`src/rtl/ahb_lite_pkg.sv`:
```
// rtl/ahb_lite_pkg.sv - AHB-Lite encodings and loader state type shared by the SRAM loader
package ahb_lite_pkg;

    localparam logic [1:0] HTRANS_IDLE   = 2'b00;
    localparam logic [1:0] HTRANS_BUSY   = 2'b01;
    localparam logic [1:0] HTRANS_NONSEQ = 2'b10;
    localparam logic [1:0] HTRANS_SEQ    = 2'b11;

    localparam logic [2:0] HSIZE_BYTE = 3'b000;
    localparam logic [2:0] HSIZE_HALF = 3'b001;
    localparam logic [2:0] HSIZE_WORD = 3'b010;

    localparam logic [2:0] HBURST_SINGLE = 3'b000;

    typedef enum logic [2:0] {
        ST_IDLE,
        ST_COLLECT,
        ST_ADDR,
        ST_DATA,
        ST_FIN
    } loader_state_t;

endpackage

```
`src/rtl/ahb_sram_loader_if.sv`:
```
// rtl/ahb_sram_loader_if.sv - AHB-Lite master/slave signal bundle between loader and SRAM slave
// master: drives HADDR/HTRANS/HWRITE/HSIZE/HBURST/HMASTLOCK/HWDATA, samples HREADY/HRESP
// slave:  the reverse direction
interface ahb_sram_loader_if;
    logic [31:0] HADDR;
    logic [1:0]  HTRANS;
    logic        HWRITE;
    logic [2:0]  HSIZE;
    logic [2:0]  HBURST;
    logic        HMASTLOCK;
    logic [31:0] HWDATA;
    logic        HREADY;
    logic        HRESP;

    modport master (
        output HADDR, HTRANS, HWRITE, HSIZE, HBURST, HMASTLOCK, HWDATA,
        input  HREADY, HRESP
    );

    modport slave (
        input  HADDR, HTRANS, HWRITE, HSIZE, HBURST, HMASTLOCK, HWDATA,
        output HREADY, HRESP
    );
endinterface

```
`src/rtl/byte_packer.sv`:
```
// rtl/byte_packer.sv - packs four accepted stream bytes little-endian into one 32-bit word
// clk/rst_n: clock, async active-low reset
// en: accept bytes (loader in COLLECT); clear: word consumed, restart at lane 0
// s_valid/s_data/s_ready: byte stream; word_valid/word: packed word, held until clear
module byte_packer (
    input  logic        clk,
    input  logic        rst_n,
    input  logic        en,
    input  logic        clear,
    input  logic        s_valid,
    input  logic [7:0]  s_data,
    output logic        s_ready,
    output logic        word_valid,
    output logic [31:0] word
);

    logic [1:0]      byte_idx;
    logic            full;
    logic [3:0][7:0] lanes;

    // Once four bytes are in, stop accepting until the loader takes the word.
    assign s_ready    = en && !full;
    assign word_valid = full;
    assign word       = lanes;

    // Lanes are not wiped on clear: the word stays readable while the bus
    // transfer that carries it is still in its address phase.
    always_ff @(posedge clk or negedge rst_n) begin
        if (!rst_n) begin
            byte_idx <= 2'd0;
            full     <= 1'b0;
            lanes    <= '0;
        end else if (clear) begin
            byte_idx <= 2'd0;
            full     <= 1'b0;
        end else if (s_valid && s_ready) begin
            lanes[byte_idx] <= s_data;
            byte_idx        <= byte_idx + 2'd1;
            if (byte_idx == 2'd3) begin
                full <= 1'b1;
            end
        end
    end

endmodule

```
`src/rtl/ahb_sram_loader.sv`:
```
// rtl/ahb_sram_loader.sv - AHB-Lite master filling SRAM from a byte stream, one SINGLE word write at a time
// HCLK/HRESETn: clock, async active-low reset
// start/start_addr/word_count: load request (taken only when idle)
// s_valid/s_data/s_ready: incoming image bytes
// bus: AHB-Lite master port
// busy/done/err/words_written: status back to the boot control logic
module ahb_sram_loader
    import ahb_lite_pkg::*;
#(
    parameter int CNT_W  = 16,
    parameter int ADDR_W = 14
) (
    input  logic                 HCLK,
    input  logic                 HRESETn,
    input  logic                 start,
    input  logic [31:0]          start_addr,
    input  logic [CNT_W-1:0]     word_count,
    input  logic                 s_valid,
    input  logic [7:0]           s_data,
    output logic                 s_ready,
    ahb_sram_loader_if.master    bus,
    output logic                 busy,
    output logic                 done,
    output logic                 err,
    output logic [CNT_W-1:0]     words_written
);

    loader_state_t    state;
    logic [31:0]      addr_q;
    logic [CNT_W-1:0] count_q;
    logic [CNT_W-1:0] ww_q;
    logic [1:0]       htrans_q;
    logic             hwrite_q;
    logic [31:0]      hwdata_q;
    logic             busy_q;
    logic             done_q;
    logic             err_q;

    logic             pk_en;
    logic             pk_clear;
    logic             pk_word_valid;
    logic [31:0]      pk_word;

    assign pk_en    = (state == ST_COLLECT);
    assign pk_clear = (state == ST_COLLECT) && pk_word_valid;

    byte_packer u_packer (
        .clk        (HCLK),
        .rst_n      (HRESETn),
        .en         (pk_en),
        .clear      (pk_clear),
        .s_valid    (s_valid),
        .s_data     (s_data),
        .s_ready    (s_ready),
        .word_valid (pk_word_valid),
        .word       (pk_word)
    );

    always_ff @(posedge HCLK or negedge HRESETn) begin
        if (!HRESETn) begin
            state    <= ST_IDLE;
            addr_q   <= '0;
            count_q  <= '0;
            ww_q     <= '0;
            htrans_q <= HTRANS_IDLE;
            hwrite_q <= 1'b0;
            hwdata_q <= '0;
            busy_q   <= 1'b0;
            done_q   <= 1'b0;
            err_q    <= 1'b0;
        end else begin
            case (state)
                ST_IDLE: begin
                    if (start) begin
                        addr_q  <= {start_addr[31:2], 2'b00};
                        count_q <= word_count;
                        ww_q    <= '0;
                        err_q   <= 1'b0;
                        busy_q  <= 1'b1;
                        if (word_count == '0) begin
                            done_q <= 1'b1;
                            state  <= ST_FIN;
                        end else begin
                            state <= ST_COLLECT;
                        end
                    end
                end
                ST_COLLECT: begin
                    // The cycle spent here with a full packer is the pipeline
                    // bubble between the fourth byte and the address phase.
                    if (pk_word_valid) begin
                        htrans_q <= HTRANS_NONSEQ;
                        hwrite_q <= 1'b1;
                        state    <= ST_ADDR;
                    end
                end
                ST_ADDR: begin
                    if (bus.HREADY) begin
                        htrans_q <= HTRANS_IDLE;
                        hwrite_q <= 1'b0;
                        hwdata_q <= pk_word;
                        state    <= ST_DATA;
                    end
                end
                ST_DATA: begin
                    // HREADY low with HRESP high is the first error cycle: just wait.
                    if (bus.HREADY) begin
                        if (bus.HRESP) begin
                            err_q  <= 1'b1;
                            done_q <= 1'b1;
                            state  <= ST_FIN;
                        end else begin
                            ww_q   <= ww_q + CNT_W'(1);
                            addr_q <= {addr_q[31:ADDR_W], addr_q[ADDR_W-1:0] + ADDR_W'(4)};
                            if (ww_q + CNT_W'(1) == count_q) begin
                                done_q <= 1'b1;
                                state  <= ST_FIN;
                            end else begin
                                state <= ST_COLLECT;
                            end
                        end
                    end
                end
                ST_FIN: begin
                    done_q <= 1'b0;
                    busy_q <= 1'b0;
                    state  <= ST_IDLE;
                end
                default: state <= ST_IDLE;
            endcase
        end
    end

    assign bus.HADDR     = addr_q;
    assign bus.HTRANS    = htrans_q;
    assign bus.HWRITE    = hwrite_q;
    assign bus.HSIZE     = HSIZE_WORD;
    assign bus.HBURST    = HBURST_SINGLE;
    assign bus.HMASTLOCK = 1'b0;
    assign bus.HWDATA    = hwdata_q;

    assign busy          = busy_q;
    assign done          = done_q;
    assign err           = err_q;
    assign words_written = ww_q;

endmodule
```
`src/flat_wrapper.sv`:
```
// flat-port wrapper written by rule: the top's interface ports become plain ports
module ahb_sram_loader_flat import ahb_lite_pkg::*;
#(
    parameter int CNT_W  = 16,
    parameter int ADDR_W = 14
)
  (HCLK, HRESETn, start, start_addr, word_count, s_valid, s_data, s_ready, busy, done, err, words_written, bus_HADDR, bus_HTRANS, bus_HWRITE, bus_HSIZE, bus_HBURST, bus_HMASTLOCK, bus_HWDATA, bus_HREADY, bus_HRESP);
  ahb_sram_loader_if bus_i ();
  input  logic HCLK;
  input  logic HRESETn;
  input  logic start;
  input  logic [31:0] start_addr;
  input  logic [CNT_W-1:0] word_count;
  input  logic s_valid;
  input  logic [7:0] s_data;
  output logic s_ready;
  output logic busy;
  output logic done;
  output logic err;
  output logic [CNT_W-1:0] words_written;
  output wire logic [$bits(bus_i.HADDR)-1:0] bus_HADDR;
  output wire logic [$bits(bus_i.HTRANS)-1:0] bus_HTRANS;
  output wire logic [$bits(bus_i.HWRITE)-1:0] bus_HWRITE;
  output wire logic [$bits(bus_i.HSIZE)-1:0] bus_HSIZE;
  output wire logic [$bits(bus_i.HBURST)-1:0] bus_HBURST;
  output wire logic [$bits(bus_i.HMASTLOCK)-1:0] bus_HMASTLOCK;
  output wire logic [$bits(bus_i.HWDATA)-1:0] bus_HWDATA;
  input wire logic [$bits(bus_i.HREADY)-1:0] bus_HREADY;
  input wire logic [$bits(bus_i.HRESP)-1:0] bus_HRESP;
  assign bus_HADDR = bus_i.HADDR;
  assign bus_HTRANS = bus_i.HTRANS;
  assign bus_HWRITE = bus_i.HWRITE;
  assign bus_HSIZE = bus_i.HSIZE;
  assign bus_HBURST = bus_i.HBURST;
  assign bus_HMASTLOCK = bus_i.HMASTLOCK;
  assign bus_HWDATA = bus_i.HWDATA;
  assign bus_i.HREADY = bus_HREADY;
  assign bus_i.HRESP = bus_HRESP;
  ahb_sram_loader #(.CNT_W(CNT_W), .ADDR_W(ADDR_W)) u_core (.HCLK(HCLK), .HRESETn(HRESETn), .start(start), .start_addr(start_addr), .word_count(word_count), .s_valid(s_valid), .s_data(s_data), .s_ready(s_ready), .bus(bus_i), .busy(busy), .done(done), .err(err), .words_written(words_written));
endmodule
```
`config.mk`:
```
export PLATFORM = sky130hd
export DESIGN_NAME = ahb_sram_loader_flat
export DESIGN_NICKNAME = d
export VERILOG_FILES = /design/src/rtl/ahb_lite_pkg.sv /design/src/rtl/ahb_sram_loader_if.sv /design/src/rtl/byte_packer.sv /design/src/rtl/ahb_sram_loader.sv /design/src/flat_wrapper.sv
export SDC_FILE = /design/constraint.sdc
export NUM_CORES = 1
export LEC_CHECK = 0
export BUFFER_PORTS_ARGS = -buffer_cell sky130_fd_sc_hd__clkbuf_2
export CELL_PAD_IN_SITES_DETAIL_PLACEMENT = 1
export CELL_PAD_IN_SITES_GLOBAL_PLACEMENT = 1
export CORE_MARGIN = 2
export CORE_UTILIZATION = 38
export CTS_BUF_LIST = sky130_fd_sc_hd__clkbuf_4 sky130_fd_sc_hd__clkbuf_8 sky130_fd_sc_hd__clkbuf_16
export DETAILED_ROUTE_END_ITERATION = 7
export GPL_TIMING_DRIVEN = 0
export PLACE_DENSITY = 0.75
export SLEW_MARGIN = 10
export SYNTH_ARGS = -nofsm -noshare
export SYNTH_HDL_FRONTEND = slang
export SYNTH_SLANG_ARGS = --single-unit
```
`constraint.sdc`:
```
create_clock -name HCLK -period 2.45 [get_ports HCLK]
set_clock_uncertainty 0.2 [all_clocks]
set_input_delay 0.245 -clock HCLK [delete_from_list [all_inputs] [get_ports HCLK]]
set_output_delay 0.245 -clock HCLK [all_outputs]
set_load 0.005 [all_outputs]
```
==> results.txt, run 1 <==
run status: complete, but fails checks
violations in the final reports: setup timing
Seq cells post-synth: 136
floorplan die area: 0.0175 mm2
cell types with the largest area share after synthesis: sky130_fd_sc_hd__dfrtp_1, sky130_fd_sc_hd__mux2_2, sky130_fd_sc_hd__o21ai_0
final weighted congestion in routability-driven placement: 0.853
# placed instances: 903
number of synthesized flops with an enable pin: 0
unrepaired setup endpoints after global routing: yes
ys async rst share: 100%
average vias per placed instance: 5.22
area inside the core boundary: 0.0160 mm2
Synth warnings: 0
fraction of synthesized area in multiplexers: 17.8%
XOR/XNOR Fraction of Synth Area: 3.64%
starting DRC count in detailed routing: 244
initial cell density of the core: 39.1%
most frequent cells after synthesis: sky130_fd_sc_hd__dfrtp_1, sky130_fd_sc_hd__mux2_2, sky130_fd_sc_hd__nand2_1
Synth top area share: 54.4%
final cell count without fillers: 1,003
WL per Instance: 20.0 um
source-to-sink clock delay at the later pin of the worst-skew pair: 0.43 ns
synthesized netlist cell count: 535
TritonCTS clock tree: built
total congestion overflow after global routing: 0
sink count of the clock tree: 136
average cell area after synthesis: 11.7 um2
tightest slew margin relative to the limit: 52.9%
cell with the most instances after synthesis: sky130_fd_sc_hd__dfrtp_1
Rows: 46
top-level I/O count: 156
multi-input gate area in the final layout: 0.00278 mm2
min-delay worst type: input pin to flop
synthesized area: 0.00626 mm2
antenna-violating nets left: 0
vias in the first global route: 5,648
wire length of the first global-routing pass: 30,700 um
Initial DRT Pass Iterations: 4
CTS H-tree depth: 4
Max Clock Freq: 0.390 GHz
post-route fraction of the period consumed by the critical path: 105%
main combinational cell family by area after synthesis: multiplexers
final critical delay including setup and external delays: 2.56 ns
setup TNS: -0.244 ns
GR met3 Demand/Resource: 5.61%
CTS root buf: sky130_fd_sc_hd__clkbuf_16
gr usage total: 22.4%
worst setup slack after layout: -0.113 ns
pin count of the biggest net entering global routing: 108
GRT busiest layer: met2
maximum vdd drop: 560 uV
Post-Synth Simple-Gate Area: 11.3%
core utilization of the finished layout: 54.4%
Arr. time, crit path: 2.65 ns
clock-pin transition on the worst setup and hold timing paths: 0.06 ns
Final Hold Fails: 0
met2 demand-to-capacity share in global routing: 39.7%
die boundary width: 132 um
met1 Use GR: 24.9%
detailed placer's ending HPWL: 12,300 um
Fillers: 1,753
Setup Viol. Count Final: 3
Synth area leader: sky130_fd_sc_hd__dfrtp_1
power per unit of standard cell area: 1120 mW/mm2
Die Y-Extent: 132 um
Slew @ Worst Pin: 0.707 ns
clock buffers created by TritonCTS: 17
fraction of the mapped netlist area in adder cells: 1.20%
Storage cell area: 0.00341 mm2
clk buf depth: 2
ratio of cells with drive above 1 in the final layout: 43.7%
count of distinct cell types in the synthesized netlist: 49
sum of routed wire length over all layers: 20,100 um
layout overhead on the synthesized area: 39.1%
Setup crit start kind: flop
Setup crit end kind: flop
drc violations: 0
number of vias after detailed routing: 5,232
top fanout value on the critical path: 7
compound-gate portion of the synthesized area: 7.94%
Crit Path Category: flop to flop
Leak: 4.11 nW
initial antenna violation count: 4
overall power after layout: 9.72 mW
CP required: 2.54 ns
sequential area share after synthesis: 54.4%
max_cap viols: 0
count of input and output buffers: 143
number of nets in the layout: 838
flip-flop cell with the highest count after synthesis: sky130_fd_sc_hd__dfrtp_1
Final Slew Violations: 0
## stage by stage
step                      area [um2]  hold WS [ns]  setup WS [ns]
after CTS                       8570       0.00701         -0.135
after detailed placement        7310       -0.0381         -0.549
after global placement          7280         0.276          -1.23
after floorplan                 6290        -0.251         0.0217
final                           8710        0.0191         -0.113
after global routing            8710        0.0262         -0.219
## layout make-up
class | count | share of cell area [%]
Antenna cell | 4 | 0.115
Tap cell | 216 | 3.10
Sequential cell | 136 | 39.2
Timing Repair Buffer | 212 | 16.1
Inverter | 6 | 0.259
Clock buffer | 18 | 4.97
Multi-Input combinational cell | 363 | 31.9
Clock inverter | 14 | 1.97
Buffer | 34 | 2.37
## logic make-up after synthesis
family,after synthesis
adders and majority gates,6
DFF,136
other,2
xor gates and xnor gates,26
muxes,99
and+or+nand+nor,137
buffers and inverters,44
AOI/OAI and AO/OA,85
## worst paths after layout
| kind | startpoint | to | slack (ns) | depth (start not counted) |
|---|---|---|---|---|
| min | bus_HREADY | u_core.err | 0.02 | 3 |
| min in group asynchronous | HRESETn | u_core.count_q[2] | 0.09 | 2 |
| max in group asynchronous | HRESETn | u_core.bus.HWDATA[30] | 1.15 | 3 |
| max reg2reg | u_core.words_written[9] | u_core.state[0] | -0.11 | 8 |
| max | u_core.words_written[9] | u_core.state[0] | -0.11 | 8 |
| min reg2reg | u_core.u_packer.word[0] | u_core.u_packer.word[0] | 0.30 | 1 |
## worst max-delay path: stages, from the launching register on
cell	delay (ns)
sky130_fd_sc_hd__dfrtp_1	0.36
sky130_fd_sc_hd__clkbuf_2	0.21
sky130_fd_sc_hd__nand4_1	0.28
sky130_fd_sc_hd__nor4_2	0.37
sky130_fd_sc_hd__xnor2_1	0.19
sky130_fd_sc_hd__nand4_1	0.25
sky130_fd_sc_hd__buf_4	0.23
sky130_fd_sc_hd__nor4_4	0.23
sky130_fd_sc_hd__o22ai_1	0.11
## flip-flops by register name, summed over array words and instances, names as in the netlist
name / cells
u_core.done: 1
u_core.count_q: 16
u_core.bus.HADDR: 30
u_core.u_packer.byte_idx: 2
u_core.state: 3
u_core.u_packer.word: 32
u_core.bus.HTRANS: 1
u_core.words_written: 16
u_core.err: 1
u_core.bus.HWDATA: 32
u_core.busy: 1
u_core.u_packer.word_valid: 1
## cell usage in the layout (no fill, tap or decap), types with 6 or more instances in the layout
cell type and instances:
sky130_fd_sc_hd__a21oi_1 24, sky130_fd_sc_hd__clkbuf_16 17, sky130_fd_sc_hd__nand2_1 38, sky130_fd_sc_hd__buf_4 25
sky130_fd_sc_hd__nand4_1 8, sky130_fd_sc_hd__clkbuf_2 147, sky130_fd_sc_hd__nor2_1 28, sky130_fd_sc_hd__xnor2_1 12
sky130_fd_sc_hd__xor2_1 14, sky130_fd_sc_hd__dlygate4sd3_1 56, sky130_fd_sc_hd__conb_1 10, sky130_fd_sc_hd__o22ai_1 6
sky130_fd_sc_hd__dfrtp_1 131, sky130_fd_sc_hd__clkbuf_1 10, sky130_fd_sc_hd__o21ai_0 36, sky130_fd_sc_hd__mux2_2 99
sky130_fd_sc_hd__inv_1 6, sky130_fd_sc_hd__nand3_1 14
## routing by layer
metal / routed length, um / vias up / part of all wire (%)
met1: 7660 / 2625 / 38
met2: 10600 / 188 / 52
met5: 0 / - / 0
met4: 857 / 0 / 4.3
met3: 1030 / 57 / 5.1
li1: - / 2362 / -
## power breakdown
| group | internal [mW] | switching [mW] |
|---|---|---|
| registers | 3.21 | 0.726 |
| clock network | 1.62 | 1.05 |
| logic | 1.64 | 1.48 |
## repair_timing
action	in CTS	in global routing
gates resized for setup	24	16
setup buffers	1	11
endpoints found under the setup margin	122	111
gates cloned	0	0
pin swaps	3	7
hold buffers	56	0
hold endpoints to repair	215	0
(Power assumes the default switching activity.)
==> inputs of run 2 (changes only) <==
--- a/config.mk
+++ b/config.mk
@@ -8,13 +8,15 @@
 export BUFFER_PORTS_ARGS = -buffer_cell sky130_fd_sc_hd__clkbuf_2
 export CELL_PAD_IN_SITES_DETAIL_PLACEMENT = 1
 export CELL_PAD_IN_SITES_GLOBAL_PLACEMENT = 1
-export CORE_MARGIN = 2
+export CORE_MARGIN = 5
 export CORE_UTILIZATION = 38
 export CTS_BUF_LIST = sky130_fd_sc_hd__clkbuf_4 sky130_fd_sc_hd__clkbuf_8 sky130_fd_sc_hd__clkbuf_16
 export DETAILED_ROUTE_END_ITERATION = 7
 export GPL_TIMING_DRIVEN = 0
 export PLACE_DENSITY = 0.75
+export REMOVE_ABC_BUFFERS = 1
 export SLEW_MARGIN = 10
 export SYNTH_ARGS = -nofsm -noshare
 export SYNTH_HDL_FRONTEND = slang
 export SYNTH_SLANG_ARGS = --single-unit
+export TNS_END_PERCENT = 100
==> results.txt, run 2 (same netlist as run 1, synthesis figures left out) <==
initial cell density of the core: 38.3% (-0.83 points)
ratio of cells with drive above 1 in the final layout: 46.3% (+2.6 points)
leading cell type in the layout, fill and taps excluded: sky130_fd_sc_hd__clkbuf_2
source-to-sink clock delay at the later pin of the worst-skew pair: 0.42 ns (about the same)
cells on worst reg2reg path: 7 (-1)
detailed placer's ending HPWL: 12,200 um (-0.97%)
average vias per placed instance: 5.21 (about the same)
gr usage total: 19.2% (-3.2 points)
wire length of the first global-routing pass: 30,000 um (-2.2%)
fin area: 0.00886 mm2 (+1.8%)
worst slack, placed: -0.471 ns (+0.0781 ns)
CTS root buf: sky130_fd_sc_hd__clkbuf_16
Final Slew Violations: 0 (unchanged)
source of the worst hold timing path: s_valid
Rows: 47 (+2.2%)
Setup crit end kind: flop
initial antenna violation count: 0 (-4)
number of nets in the layout: 841 (+0.36%)
antenna-violating nets left: 0 (unchanged)
commonest non-fill, non-tap cells in the layout: sky130_fd_sc_hd__clkbuf_2, sky130_fd_sc_hd__dfrtp_1, sky130_fd_sc_hd__mux2_2
power per unit of standard cell area: 1080 mW/mm2 (-3.2%)
clock-pin transition on the worst setup and hold timing paths: 0.07 ns (about the same)
max_cap viols: 0 (unchanged)
Leak: 4.20 nW (+2.3%)
drc violations: 0 (unchanged)
top-level I/O count: 156 (unchanged)
Die Y-Extent: 138 um (+4.5%)
Arr. time, crit path: 2.62 ns (-0.03 ns)
run status: complete, but fails checks
diode insertion count for antenna repair: 0 (-4)
total congestion overflow after global routing: 0 (unchanged)
R2R setup slack: -0.06 ns (+0.05 ns)
endpoint with the worst hold slack: u_core.u_packer.byte_idx[1]
die boundary width: 138 um (+4.5%)
vias in the first global route: 5,681 (+0.58%)
WL per Instance: 19.5 um (-2.6%)
clk buf depth: 2 (unchanged)
count of input and output buffers: 143 (unchanged)
startpoint of the worst-slack reg-to-reg timing path: u_core.words_written[2]
tightest slew margin relative to the limit: 46.0% (-6.9 points)
area after detailed placement: 0.00720 mm2 (-1.5%)
cell depth of the worst min-delay path: 3 (unchanged)
core utilization of the finished layout: 54.2% (-0.22 points)
capturing point of the worst reg2reg path: u_core.done
unrepaired setup endpoints after global routing: yes
TritonCTS clock tree: built
clock buffers created by TritonCTS: 17 (unchanged)
# placed instances: 878 (-2.8%)
Slew @ Worst Pin: 0.809 ns (+0.103 ns)
Max Clock Freq: 0.398 GHz (+2.0%)
final critical delay including setup and external delays: 2.51 ns (-0.0494 ns)
Setup Viol. Count Final: 9 (+6)
post-route fraction of the period consumed by the critical path: 103% (-2.0 points)
final cell count without fillers: 1,006 (+0.30%)
floorplan die area: 0.0191 mm2 (+9.3%)
sum of routed wire length over all layers: 19,600 um (-2.3%)
top fanout value on the critical path: 6 (-1)
Crit Path Category: flop to flop
sink count of the clock tree: 136 (unchanged)
area inside the core boundary: 0.0163 mm2 (+2.2%)
Setup crit start kind: flop
pin count of the biggest net entering global routing: 78 (-28%)
maximum vdd drop: 587 uV (+4.9%)
starting DRC count in detailed routing: 200 (-18%)
CP required: 2.56 ns (+0.02 ns)
violations in the final reports: setup timing
final weighted congestion in routability-driven placement: 0.780 (-8.6%)
CTS H-tree depth: 4 (unchanged)
Initial DRT Pass Iterations: 4 (unchanged)
Final Hold Fails: 0 (unchanged)
worst setup slack after layout: -0.0634 ns (+0.0494 ns)
min-delay worst type: input pin to flop
number of vias after detailed routing: 5,246 (+0.27%)
overall power after layout: 9.58 mW (-1.5%)
layout overhead on the synthesized area: 41.5%
run 2: cell count changes in the layout (fill, tap and decap cells not counted), moves of 5 or more:
cell,previous run,this run
sky130_fd_sc_hd__dfrtp_2,5,12
sky130_fd_sc_hd__inv_8,0,5
sky130_fd_sc_hd__clkinv_8,0,7
sky130_fd_sc_hd__dfrtp_1,131,124
sky130_fd_sc_hd__buf_4,25,42
sky130_fd_sc_hd__clkbuf_2,147,142
sky130_fd_sc_hd__clkbuf_1,10,0
run 2: layer usage:
layer / wire [um] / GRT usage (%) / share of wire (%) / vias up
met3: 1030 / 5.56 / 5.3 / 40
met5: 0 / 0 / 0 / -
met4: 512 / 6.14 / 2.6 / 0
met2: 10600 / 33.7 / 54 / 174
li1: - / - / - / 2368
met1: 7520 / 22.6 / 38 / 2664
run 2: power by group:
part           switching [mW]  internal (mW)  total, mW
logic                    1.43           1.62       3.05
registers               0.709           3.21       3.92
clock network            1.22           1.40       2.61
total                    3.35           6.23       9.58
run 2: layout make-up:
| class | instances | area (um2) |
|---|---|---|
| fillers | 1799 | 7490 |
| flip-flops and latches | 136 | 3420 |
| multi-input cells | 363 | 2820 |
| repair buffers | 249 | 1700 |
| clock buffers | 17 | 425 |
| well taps | 220 | 275 |
| clock inverters | 15 | 196 |
| inverters | 6 | 22.5 |
run 2: through the flow:
stage,setup TNS (ns),hold slack [ns]
after global placement,-611.72,0.277
after floorplan,-230.97,-0.251
final,-0.143,0.0269
after CTS,-0.00620,0.00354
after detailed placement,-3.12,0.0631
after global routing,-4.14,0.0178
run 2: how the worst max path moves through the flow:
stage,start,endpoint,slack [ns],cells past startpoint
floorplan,u_core.state[2],u_core.words_written[15],-3.80,4
detailed placement,u_core.words_written[0],u_core.done,-0.47,7
CTS,u_core.words_written[0],u_core.done,-0.004,7
finish,u_core.words_written[2],u_core.done,-0.06,7
global placement,u_core.state[2],u_core.bus.HADDR[5],-7.36,4
global route,u_core.state[2],u_core.bus.HADDR[30],-0.15,5
run 2: what timing repair did:
action                                  in CTS  in global routing
setup buffers                                2                 36
pin swaps                                    3                 15
endpoints found under the hold margin      140                  0
gates resized for setup                     25                 17
endpoints found under the setup margin      22                 64
hold buffers                                58                  0
run 2: worst max-delay path: stages, from the launching register on:
cell	delay, ns
sky130_fd_sc_hd__dfrtp_2	0.47
sky130_fd_sc_hd__nand4_4	0.17
sky130_fd_sc_hd__buf_4	0.19
sky130_fd_sc_hd__o311ai_0	0.65
sky130_fd_sc_hd__o31ai_4	0.15
sky130_fd_sc_hd__nand4_1	0.23
sky130_fd_sc_hd__o41ai_4	0.14
sky130_fd_sc_hd__a22o_1	0.20
